## config.mk

```make
export PLATFORM = sky130hd
export DESIGN_NAME = axi_burst_arbiter_flat
export DESIGN_NICKNAME = d
export VERILOG_FILES = /design/src/rtl/axi_burst_arbiter_if.sv /design/src/rtl/axi_burst_arbiter.sv /design/src/flat_wrapper.sv
export SDC_FILE = /design/constraint.sdc
export NUM_CORES = 1
export LEC_CHECK = 0
export BUFFER_PORTS_ARGS = -buffer_cell sky130_fd_sc_hd__buf_2
export CORE_AREA = 4 4 238 240
export DETAILED_ROUTE_END_ITERATION = 6
export DIE_AREA = 0 0 242 244
export GPL_TIMING_DRIVEN = 0
export REMOVE_ABC_BUFFERS = 1
export SETUP_SLACK_MARGIN = 0.5
export SLEW_MARGIN = 20
export SYNTH_ARGS = -nofsm -noshare
export SYNTH_HDL_FRONTEND = slang
export SYNTH_SLANG_ARGS = --single-unit
```

## constraint.sdc

```tcl
create_clock -name aclk -period 4.9 [get_ports aclk]
set_input_delay 0.49 -clock aclk [delete_from_list [all_inputs] [get_ports aclk]]
set_output_delay 0.49 -clock aclk [all_outputs]
set_load 0.02 [all_outputs]
```

## src/rtl/axi_burst_arbiter_if.sv

```systemverilog
`default_nettype none
// axi_burst_arbiter_if: AXI bus bundle between the burst arbiter (master) and the interconnect (slave).
// Revision: 1.0
interface axi_burst_arbiter_if #(
  parameter int ID_W = 4
);
  logic [ID_W-1:0] arid;
  logic [31:0]     araddr;
  logic [7:0]      arlen;
  logic [2:0]      arsize;
  logic [1:0]      arburst;
  logic            arlock;
  logic [3:0]      arcache;
  logic [2:0]      arprot;
  logic            arvalid;
  logic            arready;
  logic [ID_W-1:0] rid;
  logic [31:0]     rdata;
  logic [1:0]      rresp;
  logic            rlast;
  logic            rvalid;
  logic            rready;
  logic [ID_W-1:0] awid;
  logic [31:0]     awaddr;
  logic [7:0]      awlen;
  logic [2:0]      awsize;
  logic [1:0]      awburst;
  logic            awlock;
  logic [3:0]      awcache;
  logic [2:0]      awprot;
  logic            awvalid;
  logic            awready;
  logic [ID_W-1:0] wid;
  logic [31:0]     wdata;
  logic [3:0]      wstrb;
  logic            wlast;
  logic            wvalid;
  logic            wready;
  logic [ID_W-1:0] bid;
  logic [1:0]      bresp;
  logic            bvalid;
  logic            bready;

  modport master (
    output arid, araddr, arlen, arsize, arburst, arlock, arcache, arprot, arvalid,
    input  arready,
    input  rid, rdata, rresp, rlast, rvalid,
    output rready,
    output awid, awaddr, awlen, awsize, awburst, awlock, awcache, awprot, awvalid,
    input  awready,
    output wid, wdata, wstrb, wlast, wvalid,
    input  wready,
    input  bid, bresp, bvalid,
    output bready
  );

  modport slave (
    input  arid, araddr, arlen, arsize, arburst, arlock, arcache, arprot, arvalid,
    output arready,
    output rid, rdata, rresp, rlast, rvalid,
    input  rready,
    input  awid, awaddr, awlen, awsize, awburst, awlock, awcache, awprot, awvalid,
    output awready,
    input  wid, wdata, wstrb, wlast, wvalid,
    output wready,
    output bid, bresp, bvalid,
    input  bready
  );
endinterface
`default_nettype wire

```

## src/rtl/axi_burst_arbiter.sv

```systemverilog
`default_nettype none
// axi_burst_arbiter: N-channel round-robin AXI master, independent read/write paths, one burst each.
// Optional macro RAW_HAZARD_CHECK_EN holds back reads that hit the line of an in-flight write. Revision: 1.0
module axi_burst_arbiter #(
  parameter int NUM_CH        = 3,
  parameter int ID_W          = 4,
  parameter int LINE_OFFSET_W = 5
) (
  input  wire                   aclk,
  input  wire                   rst,
  input  wire  [NUM_CH-1:0]     ch_rreq,
  input  wire  [NUM_CH*32-1:0]  ch_raddr,
  input  wire  [NUM_CH*8-1:0]   ch_rlen,
  output logic [NUM_CH-1:0]     ch_racc,
  output logic [31:0]           ch_rdata,
  output logic [NUM_CH-1:0]     ch_rvalid,
  output logic [NUM_CH-1:0]     ch_rlast,
  input  wire  [NUM_CH-1:0]     ch_wreq,
  input  wire  [NUM_CH*32-1:0]  ch_waddr,
  input  wire  [NUM_CH*8-1:0]   ch_wlen,
  input  wire  [NUM_CH*32-1:0]  ch_wdata,
  input  wire  [NUM_CH*4-1:0]   ch_wstrb,
  output logic [NUM_CH-1:0]     ch_wacc,
  output logic [NUM_CH-1:0]     ch_wready,
  output logic [NUM_CH-1:0]     ch_bvalid,
  axi_burst_arbiter_if.master   axi
);
  localparam int CH_W = $clog2(NUM_CH);
  typedef logic [CH_W-1:0] ch_idx_t;

  typedef enum logic [1:0] {R_IDLE = 2'd0, R_ADDR = 2'd1, R_DATA = 2'd2} rd_state_e;
  typedef enum logic [1:0] {W_IDLE = 2'd0, W_ADDR = 2'd1, W_DATA = 2'd2, W_RESP = 2'd3} wr_state_e;

  // Returns {found, index}: first set bit of req at or after ptr, wrapping modulo NUM_CH.
  function automatic logic [CH_W:0] rr_pick(input logic [NUM_CH-1:0] req, input ch_idx_t ptr);
    logic [CH_W:0] res;
    int            idx;
    ch_idx_t       c;
    res = '0;
    for (int i = NUM_CH - 1; i >= 0; i--) begin
      idx = int'(ptr) + i;
      if (idx >= NUM_CH) idx = idx - NUM_CH;
      c = ch_idx_t'(idx);
      if (req[c]) res = {1'b1, c};
    end
    return res;
  endfunction

  function automatic ch_idx_t rr_next(input ch_idx_t g);
    return (g == ch_idx_t'(NUM_CH - 1)) ? '0 : g + ch_idx_t'(1);
  endfunction

  rd_state_e     r_state_q, r_state_d;
  ch_idx_t       rr_r_q, rr_r_d, r_ch_q, r_ch_d;
  logic [31:0]   r_addr_q, r_addr_d;
  logic [7:0]    r_len_q, r_len_d;
  logic [CH_W:0] r_pick;
  logic [NUM_CH-1:0] r_elig;
  logic          r_ready;

  wr_state_e     w_state_q, w_state_d;
  ch_idx_t       rr_w_q, rr_w_d, w_ch_q, w_ch_d;
  logic [31:0]   w_addr_q, w_addr_d;
  logic [7:0]    w_len_q, w_len_d, w_cnt_q, w_cnt_d;
  logic [CH_W:0] w_pick;
  logic          w_valid, w_last, b_ready;
  logic [31:0]   w_data;
  logic [3:0]    w_strb;

`ifdef RAW_HAZARD_CHECK_EN
  // A dirty-line writeback must land before a refill of the same line is issued.
  always_comb begin
    r_elig = ch_rreq;
    if (w_state_q != W_IDLE) begin
      for (int i = 0; i < NUM_CH; i++) begin
        if (ch_raddr[32*i+LINE_OFFSET_W +: 32-LINE_OFFSET_W] == w_addr_q[31:LINE_OFFSET_W])
          r_elig[i] = 1'b0;
      end
    end
  end
`else
  assign r_elig = ch_rreq;
`endif

  always_comb begin
    r_state_d = r_state_q;
    rr_r_d    = rr_r_q;
    r_ch_d    = r_ch_q;
    r_addr_d  = r_addr_q;
    r_len_d   = r_len_q;
    ch_racc   = '0;
    ch_rvalid = '0;
    ch_rlast  = '0;
    ch_rdata  = '0;
    r_ready   = 1'b0;
    r_pick    = rr_pick(r_elig, rr_r_q);
    unique case (r_state_q)
      R_IDLE: begin
        if (r_pick[CH_W] && !rst) begin
          ch_racc[r_pick[CH_W-1:0]] = 1'b1;
          r_ch_d    = r_pick[CH_W-1:0];
          r_addr_d  = ch_raddr[32*r_pick[CH_W-1:0] +: 32];
          r_len_d   = ch_rlen[8*r_pick[CH_W-1:0] +: 8];
          rr_r_d    = rr_next(r_pick[CH_W-1:0]);
          r_state_d = R_ADDR;
        end
      end
      R_ADDR: if (axi.arready) r_state_d = R_DATA;
      R_DATA: begin
        r_ready = 1'b1;
        if (axi.rvalid) begin
          ch_rdata          = axi.rdata;
          ch_rvalid[r_ch_q] = 1'b1;
          ch_rlast[r_ch_q]  = axi.rlast;
          if (axi.rlast) r_state_d = R_IDLE;
        end
      end
      default: r_state_d = R_IDLE;
    endcase
  end

  always_comb begin
    w_state_d = w_state_q;
    rr_w_d    = rr_w_q;
    w_ch_d    = w_ch_q;
    w_addr_d  = w_addr_q;
    w_len_d   = w_len_q;
    w_cnt_d   = w_cnt_q;
    ch_wacc   = '0;
    ch_wready = '0;
    ch_bvalid = '0;
    w_valid   = 1'b0;
    w_last    = 1'b0;
    w_data    = '0;
    w_strb    = '0;
    b_ready   = 1'b0;
    w_pick    = rr_pick(ch_wreq, rr_w_q);
    unique case (w_state_q)
      W_IDLE: begin
        if (w_pick[CH_W] && !rst) begin
          ch_wacc[w_pick[CH_W-1:0]] = 1'b1;
          w_ch_d    = w_pick[CH_W-1:0];
          w_addr_d  = ch_waddr[32*w_pick[CH_W-1:0] +: 32];
          w_len_d   = ch_wlen[8*w_pick[CH_W-1:0] +: 8];
          w_cnt_d   = '0;
          rr_w_d    = rr_next(w_pick[CH_W-1:0]);
          w_state_d = W_ADDR;
        end
      end
      W_ADDR: if (axi.awready) w_state_d = W_DATA;
      W_DATA: begin
        w_valid = 1'b1;
        w_data  = ch_wdata[32*w_ch_q +: 32];
        w_strb  = ch_wstrb[4*w_ch_q +: 4];
        w_last  = (w_cnt_q == w_len_q);
        if (axi.wready) begin
          ch_wready[w_ch_q] = 1'b1;
          // The counter stops at len, so len=255 never wraps before the last beat.
          if (w_last) begin
            w_cnt_d   = '0;
            w_state_d = W_RESP;
          end else begin
            w_cnt_d = w_cnt_q + 8'd1;
          end
        end
      end
      W_RESP: begin
        b_ready = 1'b1;
        if (axi.bvalid) begin
          ch_bvalid[w_ch_q] = 1'b1;
          w_state_d         = W_IDLE;
        end
      end
      default: w_state_d = W_IDLE;
    endcase
  end

  always_ff @(posedge aclk or posedge rst) begin
    if (rst) begin
      r_state_q <= R_IDLE;
      rr_r_q    <= '0;
      r_ch_q    <= '0;
      r_addr_q  <= '0;
      r_len_q   <= '0;
      w_state_q <= W_IDLE;
      rr_w_q    <= '0;
      w_ch_q    <= '0;
      w_addr_q  <= '0;
      w_len_q   <= '0;
      w_cnt_q   <= '0;
    end else begin
      r_state_q <= r_state_d;
      rr_r_q    <= rr_r_d;
      r_ch_q    <= r_ch_d;
      r_addr_q  <= r_addr_d;
      r_len_q   <= r_len_d;
      w_state_q <= w_state_d;
      rr_w_q    <= rr_w_d;
      w_ch_q    <= w_ch_d;
      w_addr_q  <= w_addr_d;
      w_len_q   <= w_len_d;
      w_cnt_q   <= w_cnt_d;
    end
  end

  assign axi.arid    = ID_W'(r_ch_q);
  assign axi.araddr  = r_addr_q;
  assign axi.arlen   = r_len_q;
  assign axi.arvalid = (r_state_q == R_ADDR);
  assign axi.arsize  = 3'b010;
  assign axi.arburst = 2'b01;
  assign axi.arlock  = 1'b0;
  assign axi.arcache = 4'b0000;
  assign axi.arprot  = 3'b000;
  assign axi.rready  = r_ready;

  assign axi.awid    = ID_W'(w_ch_q);
  assign axi.awaddr  = w_addr_q;
  assign axi.awlen   = w_len_q;
  assign axi.awvalid = (w_state_q == W_ADDR);
  assign axi.awsize  = 3'b010;
  assign axi.awburst = 2'b01;
  assign axi.awlock  = 1'b0;
  assign axi.awcache = 4'b0000;
  assign axi.awprot  = 3'b000;
  assign axi.wid     = ID_W'(w_ch_q);
  assign axi.wdata   = w_data;
  assign axi.wstrb   = w_strb;
  assign axi.wlast   = w_last;
  assign axi.wvalid  = w_valid;
  assign axi.bready  = b_ready;

  // IDs and response codes carry no information with a single outstanding burst per direction.
  logic unused_axi_ok;
  assign unused_axi_ok = ^{axi.rid, axi.rresp, axi.bid, axi.bresp} | (LINE_OFFSET_W == 0);
endmodule
`default_nettype wire

```

## src/flat_wrapper.sv

```systemverilog
// flat-port wrapper written by rule: the top's interface ports become plain ports
module axi_burst_arbiter_flat 
#(
  parameter int NUM_CH        = 3,
  parameter int ID_W          = 4,
  parameter int LINE_OFFSET_W = 5
)
  (aclk, rst, ch_rreq, ch_raddr, ch_rlen, ch_racc, ch_rdata, ch_rvalid, ch_rlast, ch_wreq, ch_waddr, ch_wlen, ch_wdata, ch_wstrb, ch_wacc, ch_wready, ch_bvalid, axi_arid, axi_araddr, axi_arlen, axi_arsize, axi_arburst, axi_arlock, axi_arcache, axi_arprot, axi_arvalid, axi_arready, axi_rid, axi_rdata, axi_rresp, axi_rlast, axi_rvalid, axi_rready, axi_awid, axi_awaddr, axi_awlen, axi_awsize, axi_awburst, axi_awlock, axi_awcache, axi_awprot, axi_awvalid, axi_awready, axi_wid, axi_wdata, axi_wstrb, axi_wlast, axi_wvalid, axi_wready, axi_bid, axi_bresp, axi_bvalid, axi_bready);
  axi_burst_arbiter_if #(.ID_W(ID_W)) axi_i ();
  input  wire aclk;
  input  wire rst;
  input  wire  [NUM_CH-1:0] ch_rreq;
  input  wire  [NUM_CH*32-1:0] ch_raddr;
  input  wire  [NUM_CH*8-1:0] ch_rlen;
  output logic [NUM_CH-1:0] ch_racc;
  output logic [31:0] ch_rdata;
  output logic [NUM_CH-1:0] ch_rvalid;
  output logic [NUM_CH-1:0] ch_rlast;
  input  wire  [NUM_CH-1:0] ch_wreq;
  input  wire  [NUM_CH*32-1:0] ch_waddr;
  input  wire  [NUM_CH*8-1:0] ch_wlen;
  input  wire  [NUM_CH*32-1:0] ch_wdata;
  input  wire  [NUM_CH*4-1:0] ch_wstrb;
  output logic [NUM_CH-1:0] ch_wacc;
  output logic [NUM_CH-1:0] ch_wready;
  output logic [NUM_CH-1:0] ch_bvalid;
  output wire logic [$bits(axi_i.arid)-1:0] axi_arid;
  output wire logic [$bits(axi_i.araddr)-1:0] axi_araddr;
  output wire logic [$bits(axi_i.arlen)-1:0] axi_arlen;
  output wire logic [$bits(axi_i.arsize)-1:0] axi_arsize;
  output wire logic [$bits(axi_i.arburst)-1:0] axi_arburst;
  output wire logic [$bits(axi_i.arlock)-1:0] axi_arlock;
  output wire logic [$bits(axi_i.arcache)-1:0] axi_arcache;
  output wire logic [$bits(axi_i.arprot)-1:0] axi_arprot;
  output wire logic [$bits(axi_i.arvalid)-1:0] axi_arvalid;
  input wire logic [$bits(axi_i.arready)-1:0] axi_arready;
  input wire logic [$bits(axi_i.rid)-1:0] axi_rid;
  input wire logic [$bits(axi_i.rdata)-1:0] axi_rdata;
  input wire logic [$bits(axi_i.rresp)-1:0] axi_rresp;
  input wire logic [$bits(axi_i.rlast)-1:0] axi_rlast;
  input wire logic [$bits(axi_i.rvalid)-1:0] axi_rvalid;
  output wire logic [$bits(axi_i.rready)-1:0] axi_rready;
  output wire logic [$bits(axi_i.awid)-1:0] axi_awid;
  output wire logic [$bits(axi_i.awaddr)-1:0] axi_awaddr;
  output wire logic [$bits(axi_i.awlen)-1:0] axi_awlen;
  output wire logic [$bits(axi_i.awsize)-1:0] axi_awsize;
  output wire logic [$bits(axi_i.awburst)-1:0] axi_awburst;
  output wire logic [$bits(axi_i.awlock)-1:0] axi_awlock;
  output wire logic [$bits(axi_i.awcache)-1:0] axi_awcache;
  output wire logic [$bits(axi_i.awprot)-1:0] axi_awprot;
  output wire logic [$bits(axi_i.awvalid)-1:0] axi_awvalid;
  input wire logic [$bits(axi_i.awready)-1:0] axi_awready;
  output wire logic [$bits(axi_i.wid)-1:0] axi_wid;
  output wire logic [$bits(axi_i.wdata)-1:0] axi_wdata;
  output wire logic [$bits(axi_i.wstrb)-1:0] axi_wstrb;
  output wire logic [$bits(axi_i.wlast)-1:0] axi_wlast;
  output wire logic [$bits(axi_i.wvalid)-1:0] axi_wvalid;
  input wire logic [$bits(axi_i.wready)-1:0] axi_wready;
  input wire logic [$bits(axi_i.bid)-1:0] axi_bid;
  input wire logic [$bits(axi_i.bresp)-1:0] axi_bresp;
  input wire logic [$bits(axi_i.bvalid)-1:0] axi_bvalid;
  output wire logic [$bits(axi_i.bready)-1:0] axi_bready;
  assign axi_arid = axi_i.arid;
  assign axi_araddr = axi_i.araddr;
  assign axi_arlen = axi_i.arlen;
  assign axi_arsize = axi_i.arsize;
  assign axi_arburst = axi_i.arburst;
  assign axi_arlock = axi_i.arlock;
  assign axi_arcache = axi_i.arcache;
  assign axi_arprot = axi_i.arprot;
  assign axi_arvalid = axi_i.arvalid;
  assign axi_i.arready = axi_arready;
  assign axi_i.rid = axi_rid;
  assign axi_i.rdata = axi_rdata;
  assign axi_i.rresp = axi_rresp;
  assign axi_i.rlast = axi_rlast;
  assign axi_i.rvalid = axi_rvalid;
  assign axi_rready = axi_i.rready;
  assign axi_awid = axi_i.awid;
  assign axi_awaddr = axi_i.awaddr;
  assign axi_awlen = axi_i.awlen;
  assign axi_awsize = axi_i.awsize;
  assign axi_awburst = axi_i.awburst;
  assign axi_awlock = axi_i.awlock;
  assign axi_awcache = axi_i.awcache;
  assign axi_awprot = axi_i.awprot;
  assign axi_awvalid = axi_i.awvalid;
  assign axi_i.awready = axi_awready;
  assign axi_wid = axi_i.wid;
  assign axi_wdata = axi_i.wdata;
  assign axi_wstrb = axi_i.wstrb;
  assign axi_wlast = axi_i.wlast;
  assign axi_wvalid = axi_i.wvalid;
  assign axi_i.wready = axi_wready;
  assign axi_i.bid = axi_bid;
  assign axi_i.bresp = axi_bresp;
  assign axi_i.bvalid = axi_bvalid;
  assign axi_bready = axi_i.bready;
  axi_burst_arbiter #(.NUM_CH(NUM_CH), .ID_W(ID_W), .LINE_OFFSET_W(LINE_OFFSET_W)) u_core (.aclk(aclk), .rst(rst), .ch_rreq(ch_rreq), .ch_raddr(ch_raddr), .ch_rlen(ch_rlen), .ch_racc(ch_racc), .ch_rdata(ch_rdata), .ch_rvalid(ch_rvalid), .ch_rlast(ch_rlast), .ch_wreq(ch_wreq), .ch_waddr(ch_waddr), .ch_wlen(ch_wlen), .ch_wdata(ch_wdata), .ch_wstrb(ch_wstrb), .ch_wacc(ch_wacc), .ch_wready(ch_wready), .ch_bvalid(ch_bvalid), .axi(axi_i));
endmodule
```

# Word level (Yosys, flattened, before mapping)
# Index checks and enable logic that the tools add are counted.
totals:
  register_bits: 100
  word_cells: 152
  input_bits: 406
  output_inout_bits: 210
op_classes:
  eq_ne: 17
  addsub: 13
  mux: 69
  n_reduce_logical: 15
  n_bitwise: 1
  n_shift: 6
  n_lt_le_gt_ge: 20
op_table:
  columns: ["op", "count"]
  rows:
  - ["variable part select 96 x 8 -> 32 bit", 3]
  - ["two-way mux 32 bit", 3]
  - ["two-way mux 3 bit", 18]
  - ["variable part select 24 x 6 -> 8 bit", 2]
  - ["two-way mux 2 bit", 17]
  - ["< comparator 2 x 3 -> 1 bit, second input constant", 10]
  - ["two-way mux 8 bit", 3]
  - ["one-hot mux 8 bit (2 select lines)", 1]
  - ["two-way mux 1 bit", 14]
  - ["binary-select mux 1 bit (select 2 bit)", 6]
  - [">= comparator 3 x 2 -> 1 bit, second input constant", 4]
  - ["variable part select 12 x 5 -> 4 bit", 1]
  - ["equality test 2 bit, second input constant", 5]
  - ["!= test 2 x 1 -> 1 bit, second input constant", 5]
  - ["adder 8 x 1 -> 8 bit, second input constant", 1]
  - ["demux 1 bit (select 2 bit)", 4]
  - ["equality test 8 bit", 1]
  - [">= comparator 2 x 1 -> 1 bit, second input constant", 4]
  - ["!= test 2 bit, second input constant", 4]
  - ["one-hot mux 2 bit (4 select lines)", 1]
  - ["subtractor 2 x 1 -> 2 bit, second input constant", 4]
  - ["adder 2 x 1 -> 3 bit, second input constant", 2]
  - ["adder 2 x 2 -> 3 bit, second input constant", 2]
  - ["logical AND 1 bit", 6]
  - ["other kinds (14)", 20]

# Depth between registers and ports, before layout
# Gate-level depths: netlist (run 1).
depth:
  depth_word: 14
  depth_mapped: 10
  depth_no_buf: 7

# Worst setup path before layout (run 1)
# No wires, ideal clock.
synth_timing:
  path_kind: "input to output"
  start: "in rst"
  end: "out ch_wacc[1]"
  t_arrival_ns: 4.031
  n_path_buf: 2
  path_slack_ns: 0.379
  cell_stages: 6
  required_ns: 4.410
  path_cell_list: "inv_1 -> nand2_1 -> or3_1 -> buf_6 -> buf_6 -> nor2_1"
synth_between:
  elab_chain_len: 4
synth_rtl:
  columns: ["item", "line", "source"]
  rows:
  - ["start, declared", "flat_wrapper.sv:11", "input wire rst;"]
  - ["logical NOT 1 bit", "axi_burst_arbiter.sv:140", "if (w_pick[CH_W] && !rst) begin"]
  - ["logical AND 1 bit", "axi_burst_arbiter.sv:140", null]
  - ["two-way mux 3 bit", "axi_burst_arbiter.sv:140", null]
  - ["two-way mux 3 bit", "axi_burst_arbiter.sv:138", "unique case (w_state_q)"]
  - ["end, declared", "flat_wrapper.sv:24", "output logic [NUM_CH-1:0] ch_wacc;"]
# Every way passes these cells.

# Worst setup path after layout (run 1)
layout_timing:
  start: "reg u_core.rr_r_q[0]"
  end: "out ch_racc[1]"
layout_between:
  elab_chain_len: 14
  word_cells_on_any_way: 28
  classes_between: "add/sub: 5; order compare: 5; mux: 16; reduce/logical: 2"
layout_rtl:
  columns: ["item", "line", "source"]
  rows:
  - ["start, declared", "axi_burst_arbiter.sv:54", "ch_idx_t rr_r_q, rr_r_d, r_ch_q, r_ch_d;"]
  - ["start signal, assigned", "axi_burst_arbiter.sv:193", "rr_r_q <= rr_r_d;"]
  - ["adder 2 x 2 -> 3 bit", "axi_burst_arbiter.sv:41", "idx = int'(ptr) + i;"]
  - [">= comparator 3 x 2 -> 1 bit / subtractor 2 x 1 -> 2 bit (equally long branches)", "axi_burst_arbiter.sv:42", "if (idx >= NUM_CH) idx = idx - NUM_CH;"]
  - ["two-way mux 2 bit", "axi_burst_arbiter.sv:42", null]
  - ["binary-select mux 1 bit (select 2 bit)", "axi_burst_arbiter.sv:44", "if (req[c]) res = {1'b1, c};"]
  - ["two-way mux 1 bit (not written as such)", "axi_burst_arbiter.sv:44", null]
  - ["two-way mux 3 bit (2 in a row)", "axi_burst_arbiter.sv:44", null]
  - ["two-way mux 3 bit (*)", "axi_burst_arbiter.sv:44", null]
  - ["< comparator 2 x 3 -> 1 bit (not written as such) / >= comparator 2 x 1 -> 1 bit (equally long branches)", "axi_burst_arbiter.sv:100", "ch_racc[r_pick[CH_W-1:0]] = 1'b1;"]
  - ["logical AND 1 bit (not written as such)", "axi_burst_arbiter.sv:100", null]
  - ["two-way mux 1 bit (not written as such)", "axi_burst_arbiter.sv:100", null]
  - ["demux 1 bit (select 2 bit)", null, null]
  - ["two-way mux 3 bit (*)", "axi_burst_arbiter.sv:99", "if (r_pick[CH_W] && !rst) begin"]
  - ["two-way mux 3 bit (*)", "axi_burst_arbiter.sv:97", "unique case (r_state_q)"]
  - ["end, declared", "flat_wrapper.sv:15", "output logic [NUM_CH-1:0] ch_racc;"]
# Every way passes the cells marked *; elsewhere a longest branch is shown, timed or not. The select of a mux whose other input is x is not followed.

==> run summary, run 1 <==
Synth warn = 0
Ys flop type = dfrtp_1
Die footprint = 59000 sq um
Synth Area in XOR/XNOR = 0.00841
Pwr Density = 610 nW/um^2
First-pass GRT wire length = 60.6 mm
DRT iter0 DRCs = 439
EDFF count, synth = 0
DR pass1 iterations = 5
Post-synthesis async set-or-reset flop share = 1.00
Clk sinks = 100
Routed WL = 41.8 mm
CP arrival = 3390 ps
WS Path Type = register to primary output
Slowest stage delay, CP = 480 ps
Compound-cell area share of the yosys netlist = 0.264
Post-synthesis instance area = 8330 sq um
Hold Path Class = primary input to asynchronous set/reset pin
Clock latency on the worst-skew pair = 370 ps
Std cell rows = 86
VDD IR max = 0.218 mV
IO buf count = 571
Clock H-tree levels = 3
Pwr Total = 0.00756 W
Syn Inst Count = 1003
Status = complete, no violations
RSZ-0062 raised after global routing = no
Max-slew violations = 0
GRT overflow = 0
Tot GR Track Use = 0.134
Hold Buf Count CTS = 0
Fmax = 258 MHz
PostCTS Resize Cnt = 0
Commonest non-fill, non-tap cell in the layout = buf_2
Cell count of the worst reg-to-reg path = 11
Worst endpoint required time = 4410 ps
CTS Root Buffer Type = clkbuf_16
Fillers = 6085
Fin. Hold Viols = 0
Share of cells above drive strength 1 = 0.452
Die width = 242 um
Layout Nets = 1925
Via density = 4.37
Via count = 9691
Clock Tree Buf Depth = 2
Worst slack, placed = 1460 ps
Post-CTS setup buffers = 0
Final HPWL DP = 34.0 mm
Simple-gate share of the synthesized area = 0.194
Critical Path End = ch_racc[1]
Crit path from = u_core.rr_r_q[0]$_DFFE_PP0P_
Placer Congestion = 0.863
Clk slew on worst S/H paths = 80 ps
Antenna violations before repair = 17
DRC = 0
Fin crit period = 3880 ps
Area grow syn2layout = 48.7%
Max-cap viol count = 0
Crit-path cells = inv_1, ha_1, a21boi_0, nor3_2, buf_4, buf_4, buf_4, nor2_4, buf_12, and3_1, buf_2
Number of global-route vias before repair = 9390
Syn avg cell area = 8.30 sq um
Final setup vio count = 0
Distinct cell type count after synthesis = 60
CTS Buf Count = 9
Core ar. = 54700 sq um
Initial Util = 0.152
Most frequent cells in the layout = buf_2, nor2_1, dfrtp_1
I/O Pins = 616
CP max FO = 29
DRT antenna net count = 0
Largest net degree at the start of global routing = 65
Seq/Total Area, Yosys = 0.300
Period utilization = 0.791
CTS tree = done
Yosys reg bits = 100
WL per Instance = 18.8 um
Post-synthesis mux area share = 0.113
Reg2reg end = u_core.axi.arlen[2]$_DFFE_PP0P_
Most used cell, CP = buf_4
Max_slew headroom = 0.456
Largest family of logic cells by synthesized area = compound AO/OA/AOI/OAI gates
Pin slew with the least headroom to its limit = 812 ps
CP max stage cell = ha_1
Adder-cell share of the synthesized area = 0.0195
Setup ws final = 1020 ps
Multi-input logic area = 5230 sq um
Clock Skews = 7.16 ps
R2r startpoint = u_core.rr_r_q[0]$_DFFE_PP0P_
Setup crit start kind = register
Register area = 2510 sq um
CP endpoint kind = primary output
Die Span Y = 244 um
P_leak = 6.36 nW
Reg2reg setup slack = 1600 ps
-- logic make-up after synthesis --
kind of cell | count (synthesis)
other | 2
XOR/XNOR | 8
adder cells (fa/ha/maj) | 13
AO/OA/AOI/OAI | 318
buffers and inverters | 155
flip-flops | 100
multiplexers | 94
AND/OR/NAND/NOR | 313
-- state kept, by name (all words and copies together) (netlist names) --
name and flops:
u_core.axi.awaddr 32, u_core.w_cnt_q 8, u_core.rr_r_q 2, u_core.axi.awlen 8, u_core.r_state_q 2, u_core.r_ch_q 2, u_core.axi.araddr 32, u_core.w_state_q 2
u_core.rr_w_q 2, u_core.axi.arlen 8, u_core.w_ch_q 2
-- layout make-up --
type / instances / area share
multi-input cells: 778 / 0.422
flip-flops and latches: 100 / 0.203
clock inverters: 5 / 0.00667
inverters: 19 / 0.00627
clock buffers: 11 / 0.0196
repair buffers: 598 / 0.271
well taps: 704 / 0.0711
diodes: 4 / 0.000808
-- cell usage after synthesis (all sizes together), types with 2 or more instances --
library cell / number / area [sq um]
mux2i: 91 / 911
nand2: 18 / 67.6
nor2b: 10 / 62.6
a211oi: 7 / 52.6
a221o: 11 / 110
or3: 3 / 18.8
o21ai: 94 / 470
nor3: 9 / 55.1
nor3b: 2 / 15.0
a21o: 33 / 248
a21boi: 3 / 22.5
nand2b: 9 / 56.3
o31ai: 7 / 57.6
dfrtp: 100 / 2500
a21bo: 2 / 20.0
mux2: 3 / 33.8
o22ai: 3 / 18.8
xor2: 8 / 70.1
and2: 15 / 93.8
buf: 67 / 493
clkbuf: 69 / 259
ha: 13 / 163
o21a: 3 / 22.5
nor4: 2 / 25.0
nor2: 109 / 409
o211ai: 42 / 505
a31oi: 31 / 194
conb: 2 / 7.51
nand4: 46 / 288
a221oi: 2 / 30.0
nand3: 44 / 220
inv: 18 / 67.6
and3: 41 / 257
a21oi: 69 / 345
nand3b: 2 / 15.0
-- power by group --
group / total (W) / leakage [nW] / switching (W) / internal, W
logic: 0.00524 / 4.97 / 0.00329 / 0.00195
registers: 0.00147 / 1.22 / 0.000265 / 0.00121
clock network: 0.000839 / 0.160 / 0.000374 / 0.000465
-- how the worst min path moves through the flow --
stage                                           end  slack (ps)                       startpoint  cells after the start
detailed placement  u_core.axi.arlen[6]$_DFFE_PP0P_         480  u_core.axi.arlen[6]$_DFFE_PP0P_                      2
CTS                   u_core.w_cnt_q[5]$_DFFE_PP0P_         260                              rst                      2
global placement    u_core.axi.arlen[6]$_DFFE_PP0P_         480  u_core.axi.arlen[6]$_DFFE_PP0P_                      2
global route          u_core.w_cnt_q[5]$_DFFE_PP0P_         270                              rst                      2
floorplan              u_core.rr_r_q[0]$_DFFE_PP0P_         480     u_core.rr_r_q[0]$_DFFE_PP0P_                      1
finish                u_core.w_cnt_q[7]$_DFFE_PP0P_         250                              rst                      2
-- through the flow --
step	cell area, sq um	TNS (ps)	util	cells	hold slack [ps]
3_5_place_dp	12000	0	0.220	2199	483
3_3_place_gp	11400	-352120	0.209	2172	477
5_1_grt	12400	0	0.226	2218	270
2_1_floorplan	7690	-24920	-	897	479
6_report	12400	0	0.227	2219	251
4_1_cts	12400	0	0.226	2215	264
-- per-layer routing --
layer / vias up / global-route usage / wire [um]
met3: 69 / 0.0294 / 2860
met5: - / 0 / 41
met2: 467 / 0.228 / 20500
met1: 4528 / 0.162 / 16700
li1: 4621 / - / -
met4: 6 / 0.0649 / 1660
-- critical path: cells and delay by family (launching register included) --
family                   cells  cell delay (ps)
AO/OA/AOI/OAI                1              230
adder cells (fa/ha/maj)      1              480
buffers and inverters        6             1110
flip-flops                   1              400
AND/OR/NAND/NOR              3              740
No activity file was read; power rests on OpenSTA's default activity.
==> run 2: changes to the inputs <==
==> constraint.sdc (replaced) <==
create_clock -name aclk -period 3.9 [get_ports aclk]
set_input_delay 0.39 -clock aclk [delete_from_list [all_inputs] [get_ports aclk]]
set_output_delay 0.39 -clock aclk [all_outputs]
set_load 0.02 [all_outputs]
==> run summary, run 2 (synthesized netlist as in run 1, its figures left out) <==
Status = complete, no violations
CP arrival = 2850 ps
P_leak = 6.38 nW
Clk sinks = 100
Max-slew violations = 0
Period utilization = 0.830
Largest net degree at the start of global routing = 65
CTS Buf Count = 9
Via count = 9755
Clock share of power = 0.110
GRT overflow = 0
Clock H-tree levels = 3
Number of global-route vias before repair = 9416
Final TNS setup = 0 ps
Std cell rows = 86
R2r startpoint = u_core.w_state_q[0]$_DFFE_PP0P_
Routed WL = 42.7 mm
Area grow syn2layout = 49.8%
Setup ws final = 662 ps
Die footprint = 59000 sq um
Hold Buf Count CTS = 0
RSZ-0062 raised after global routing = yes
Max-cap viol count = 0
Area after DPL = 12000 sq um
Via density = 4.39
Pwr Total = 0.00965 W
Fmax = 309 MHz
DRC = 0
Met2 wire len = 20.9 mm
Final HPWL DP = 34.0 mm
IO buf count = 571
Hold Path Class = primary input to asynchronous set/reset pin
DR pass1 iterations = 4
VDD IR max = 0.245 mV
Antenna violations before repair = 17
Crit path from = u_core.rr_r_q[1]$_DFFE_PP0P_
Hold slack = 146 ps
Tot GR Track Use = 0.135
Sw frac = 0.521
Final instance area = 12500 sq um
Gate power share = 0.698
CTS tree = done
Placer Congestion = 0.863
Die width = 242 um
First-pass GRT wire length = 60.8 mm
Clock latency on the worst-skew pair = 380 ps
Pin slew with the least headroom to its limit = 757 ps
Int Pwr = 0.00462 W
Pwr Density = 774 nW/um^2
I/O Pins = 616
Die Span Y = 244 um
Layout Nets = 1930
Fin crit period = 3240 ps
WS Path Type = register to primary output
Max_slew headroom = 0.491
Worst slack, placed = 559 ps
Setup crit start kind = register
Psw = 0.00503 W
CTS Root Buffer Type = clkbuf_16
Flop pwr share = 0.192
Fin. Hold Viols = 0
Most frequent cells in the layout = buf_2, nor2_1, dfrtp_1
Met3 WL = 3.07 mm
Final setup vio count = 0
DRT antenna net count = 0
WL per Instance = 19.2 um
Clock Tree Buf Depth = 2
Initial Util = 0.152
CP max FO = 63
Clk slew on worst S/H paths = 80 ps
Core ar. = 54700 sq um
Clock Skews = 9.43 ps
DRT iter0 DRCs = 447
Top sig layer = met5
Share of cells above drive strength 1 = 0.458
Commonest non-fill, non-tap cell in the layout = buf_2
Met1 Routed Length = 17.0 mm
Worst endpoint required time = 3510 ps
CP endpoint kind = primary output
[run 2: through the flow]
stage	std cells	utilization
3_3_place_gp	2172	0.209
3_5_place_dp	2199	0.220
4_1_cts	2217	0.227
5_1_grt	2223	0.228
6_report	2224	0.228
2_1_floorplan	897	-
[run 2: what timing repair did]
item / 4_1_cts / 5_1_grt
endpoints found under the setup margin: 5 / 5
resized for setup: 5 / 9
pin swaps: 3 / 2
buffers inserted: 2 / 2
cloned: 0 / 1
[run 2: cell type report]
class / instances / area (sq um)
timing repair buffer: 602 / 3390
antenna: 4 / 10.0
multi-input combinational: 779 / 5280
sequential: 100 / 2510
clock buffer: 11 / 243
tap: 704 / 881
inverter: 19 / 77.6
clock inverter: 5 / 82.6
fill: 6080 / 42200
[run 2: worst max-delay path, cell delays in order (launching register included)]
cell and delay (ps):
dfrtp_1 440, inv_1 80, ha_2 320, mux2i_1 220
nor2_1 70, o311a_4 440, buf_16 240, nor3_4 280
buf_16 190, buf_2 180
[run 2: path summary, 6_finish.rpt]
| kind | slack (ps) | cells after the start | to |
|---|---|---|---|
| min | 150 | 2 | u_core.w_cnt_q[7]$_DFFE_PP0P_ |
| max reg2reg | 1010 | 7 | u_core.w_cnt_q[0]$_DFFE_PP0P_ |
| max | 660 | 9 | ch_racc[0] |
| max in group asynchronous | 3040 | 3 | u_core.axi.awaddr[30]$_DFFE_PP0P_ |
| min in group aclk | 230 | 2 | u_core.r_state_q[0]$_DFFE_PP0P_ |
| min reg2reg | 500 | 2 | u_core.axi.arlen[6]$_DFFE_PP0P_ |
[run 2: power by group through the flow]
stage | clock (W) | sequential (W) | combinational [W]
floorplan | 0 | 0.00240 | 0.00348
global placement | 0 | 0.00199 | 0.00610
detailed placement | 0 | 0.00186 | 0.00664
CTS | 0.00112 | 0.00186 | 0.00667
global route | 0.00114 | 0.00192 | 0.00728
finish | 0.00106 | 0.00186 | 0.00674
[run 2: per-layer routing]
metal | up-vias | GRT usage
met1 | 4545 | 0.162
met4 | 6 | 0.0644
met2 | 503 | 0.229
met3 | 70 | 0.0297
met5 | - | 0
li1 | 4631 | -
==> run 3: changes to the inputs <==
--- a/config.mk
+++ b/config.mk
@@ -6,9 +6,9 @@
 export NUM_CORES = 1
 export LEC_CHECK = 0
 export BUFFER_PORTS_ARGS = -buffer_cell sky130_fd_sc_hd__buf_2
-export CORE_AREA = 4 4 238 240
+export CORE_AREA = 4 4 236 238
 export DETAILED_ROUTE_END_ITERATION = 6
-export DIE_AREA = 0 0 242 244
+export DIE_AREA = 0 0 240 242
 export GPL_TIMING_DRIVEN = 0
 export REMOVE_ABC_BUFFERS = 1
 export SETUP_SLACK_MARGIN = 0.5
==> constraint.sdc (replaced) <==
create_clock -name aclk -period 2.6 [get_ports aclk]
set_input_delay 0.26 -clock aclk [delete_from_list [all_inputs] [get_ports aclk]]
set_output_delay 0.26 -clock aclk [all_outputs]
set_load 0.02 [all_outputs]
==> run summary, run 3 (synthesized netlist as in run 1, its figures left out) <==
Critical path depth = 10
Die width = 240 um
Fillers = 5595
Clock Skews = 13.4 ps
Clk slew on worst S/H paths = 70 ps
Area grow syn2layout = 95.8%
Number of global-route vias before repair = 10800
Clock H-tree levels = 3
Worst Path Buf+Inv = 4
Pwr Density = 1300 nW/um^2
Std cell rows = 85
I/O Pins = 616
Max-cap viol count = 0
Final core utilization = 0.304
Final HPWL DP = 31.1 mm
CP endpoint kind = primary output
Reg2reg end = u_core.axi.araddr[3]$_DFFE_PP0P_
Cell count of the worst reg-to-reg path = 14
Pin slew with the least headroom to its limit = 684 ps
P_leak = 7.76 nW
Register area = 2510 sq um
Worst endpoint required time = 2340 ps
Commonest non-fill, non-tap cell in the layout = buf_2
CP max FO = 5
Max_slew headroom = 0.539
Hold Path Class = primary input to asynchronous set/reset pin
WL per Instance = 22.3 um
Clock Tree Buf Depth = 2
GRT overflow = 0
CP arrival = 2590 ps
Period utilization = 1.10
Placed insts = 2188
Routed WL = 53.5 mm
Via density = 4.67
Antenna violations before repair = 4
DRC = 0
Clock latency on the worst-skew pair = 390 ps
DRT iter0 DRCs = 664
Fin crit period = 2850 ps
CTS tree = done
Placer Congestion = 0.805
Setup ws final = -249 ps
Antenna diodes = 0
Worst slack, placed = -809 ps
Slowest stage delay, CP = 420 ps
Max-slew violations = 0
Non-Filler Instances = 2397
Initial Util = 0.155
Tot GR Track Use = 0.163
Die footprint = 58100 sq um
Status = complete, but fails checks
RSZ-0062 raised after global routing = yes
IO buf count = 571
VDD IR max = 0.553 mV
Multi-input logic area = 6680 sq um
DR pass1 iterations = 5
Final setup vio count = 22
CP top delay family = simple AND/OR/NAND/NOR gates
Share of cells above drive strength 1 = 0.610
CTS Root Buffer Type = clkbuf_16
Crit-path cells = buf_4, buf_6, ha_4, nand3b_1, o21a_4, o21a_4, or3_4, buf_16, nor2b_1, buf_4
Clk sinks = 100
Die Span Y = 242 um
Hold slack = 32.5 ps
Fmax = 351 MHz
CTS Buf Count = 9
First-pass GRT wire length = 71.2 mm
Largest net degree at the start of global routing = 68
Most frequent cells in the layout = buf_2, buf_4, dfrtp_1
DRT antenna net count = 0
R2r startpoint = u_core.rr_r_q[1]$_DFFE_PP0P_
Layout Nets = 2115
WS Path Type = register to primary output
Fin. Hold Viols = 0
Via count = 11200
CP max stage cell = or3_4
Failing checks = setup timing
Setup crit start kind = register
Core ar. = 53600 sq um
Reg2reg setup slack = -70 ps
[run 3: cell types whose count changed in the layout (fill, tap and decap cells not counted), sizes merged]
cell         delta
bufbuf          +1
inv             +2
o21a            +4
diode           -4
clkinvlp        +1
a41o            +5
o221a           +1
clkbuf          +8
dlygate4sd3     +2
bufinv          -1
buf           +162
[run 3: worst max-delay path by stage]
stage,from,endpoint,slack [ps]
floorplan,rst,ch_wacc[0],-3010
global placement,rst,ch_wacc[0],-6250
detailed placement,u_core.rr_w_q[0]$_DFFE_PP0P_,ch_wacc[1],-810
CTS,u_core.rr_w_q[1]$_DFFE_PP0P_,ch_wacc[0],-290
global route,u_core.rr_w_q[0]$_DFFE_PP0P_,ch_wacc[0],-330
finish,u_core.rr_w_q[0]$_DFFE_PP0P_,ch_wacc[0],-250
[run 3: per-layer routing]
layer / track usage / part of all wire / vias to the layer above
met4: 0.0591 / 0.035 / 4
li1: - / - / 5075
met2: 0.279 / 0.49 / 590
met3: 0.0380 / 0.073 / 95
met5: 0 / 0.00050 / -
met1: 0.199 / 0.40 / 5435
[run 3: metrics by stage]
stage / setup TNS (ps) / power (W) / instance area (sq um)
4_1_cts: -1070 / 0.0190 / 14900
6_report: -1520 / 0.0212 / 16300
5_1_grt: -3580 / 0.0222 / 16300
3_5_place_dp: -44570 / 0.0126 / 12000
3_3_place_gp: -865060 / 0.0117 / 11400
2_1_floorplan: -248630 / 0.00882 / 7690
[run 3: power breakdown]
part | internal [W] | switching (W) | leakage (nW) | total (W)
Clock | 0.000758 | 0.000744 | 0.144 | 0.00150
Sequential | 0.00228 | 0.000479 | 1.22 | 0.00276
Combinational | 0.00783 | 0.00908 | 6.39 | 0.0169
[run 3: area by class of cell]
cell class,count,share of cell area
Tap cell,696,0.0534
Multi-Input combinational cell,789,0.409
Inverter,19,0.00545
Clock inverter,6,0.00422
Timing Repair inverter,1,0.000997
Timing Repair Buffer,776,0.359
Clock buffer,10,0.0140
Sequential cell,100,0.154
[run 3: timing repair]
| item | CTS | global route |
|---|---|---|
| setup buffers | 114 | 40 |
| resized for setup | 262 | 171 |
| endpoints found under the setup margin | 150 | 142 |
| hold endpoints to repair | 3 | 0 |
| cloned | 27 | 9 |
| hold buffers | 3 | 0 |
| pin swaps | 123 | 111 |
[run 3: worst register-to-register path: stages, from the launching register on]
cell	delay, ps
dfrtp_2	460
ha_4	340
buf_6	130
nor4b_4	250
o21a_4	210
buf_12	150
nor2_4	80
buf_6	110
buf_6	100
buf_6	100
buf_6	100
buf_8	130
buf_16	170
a31oi_4	150
a21oi_2	80
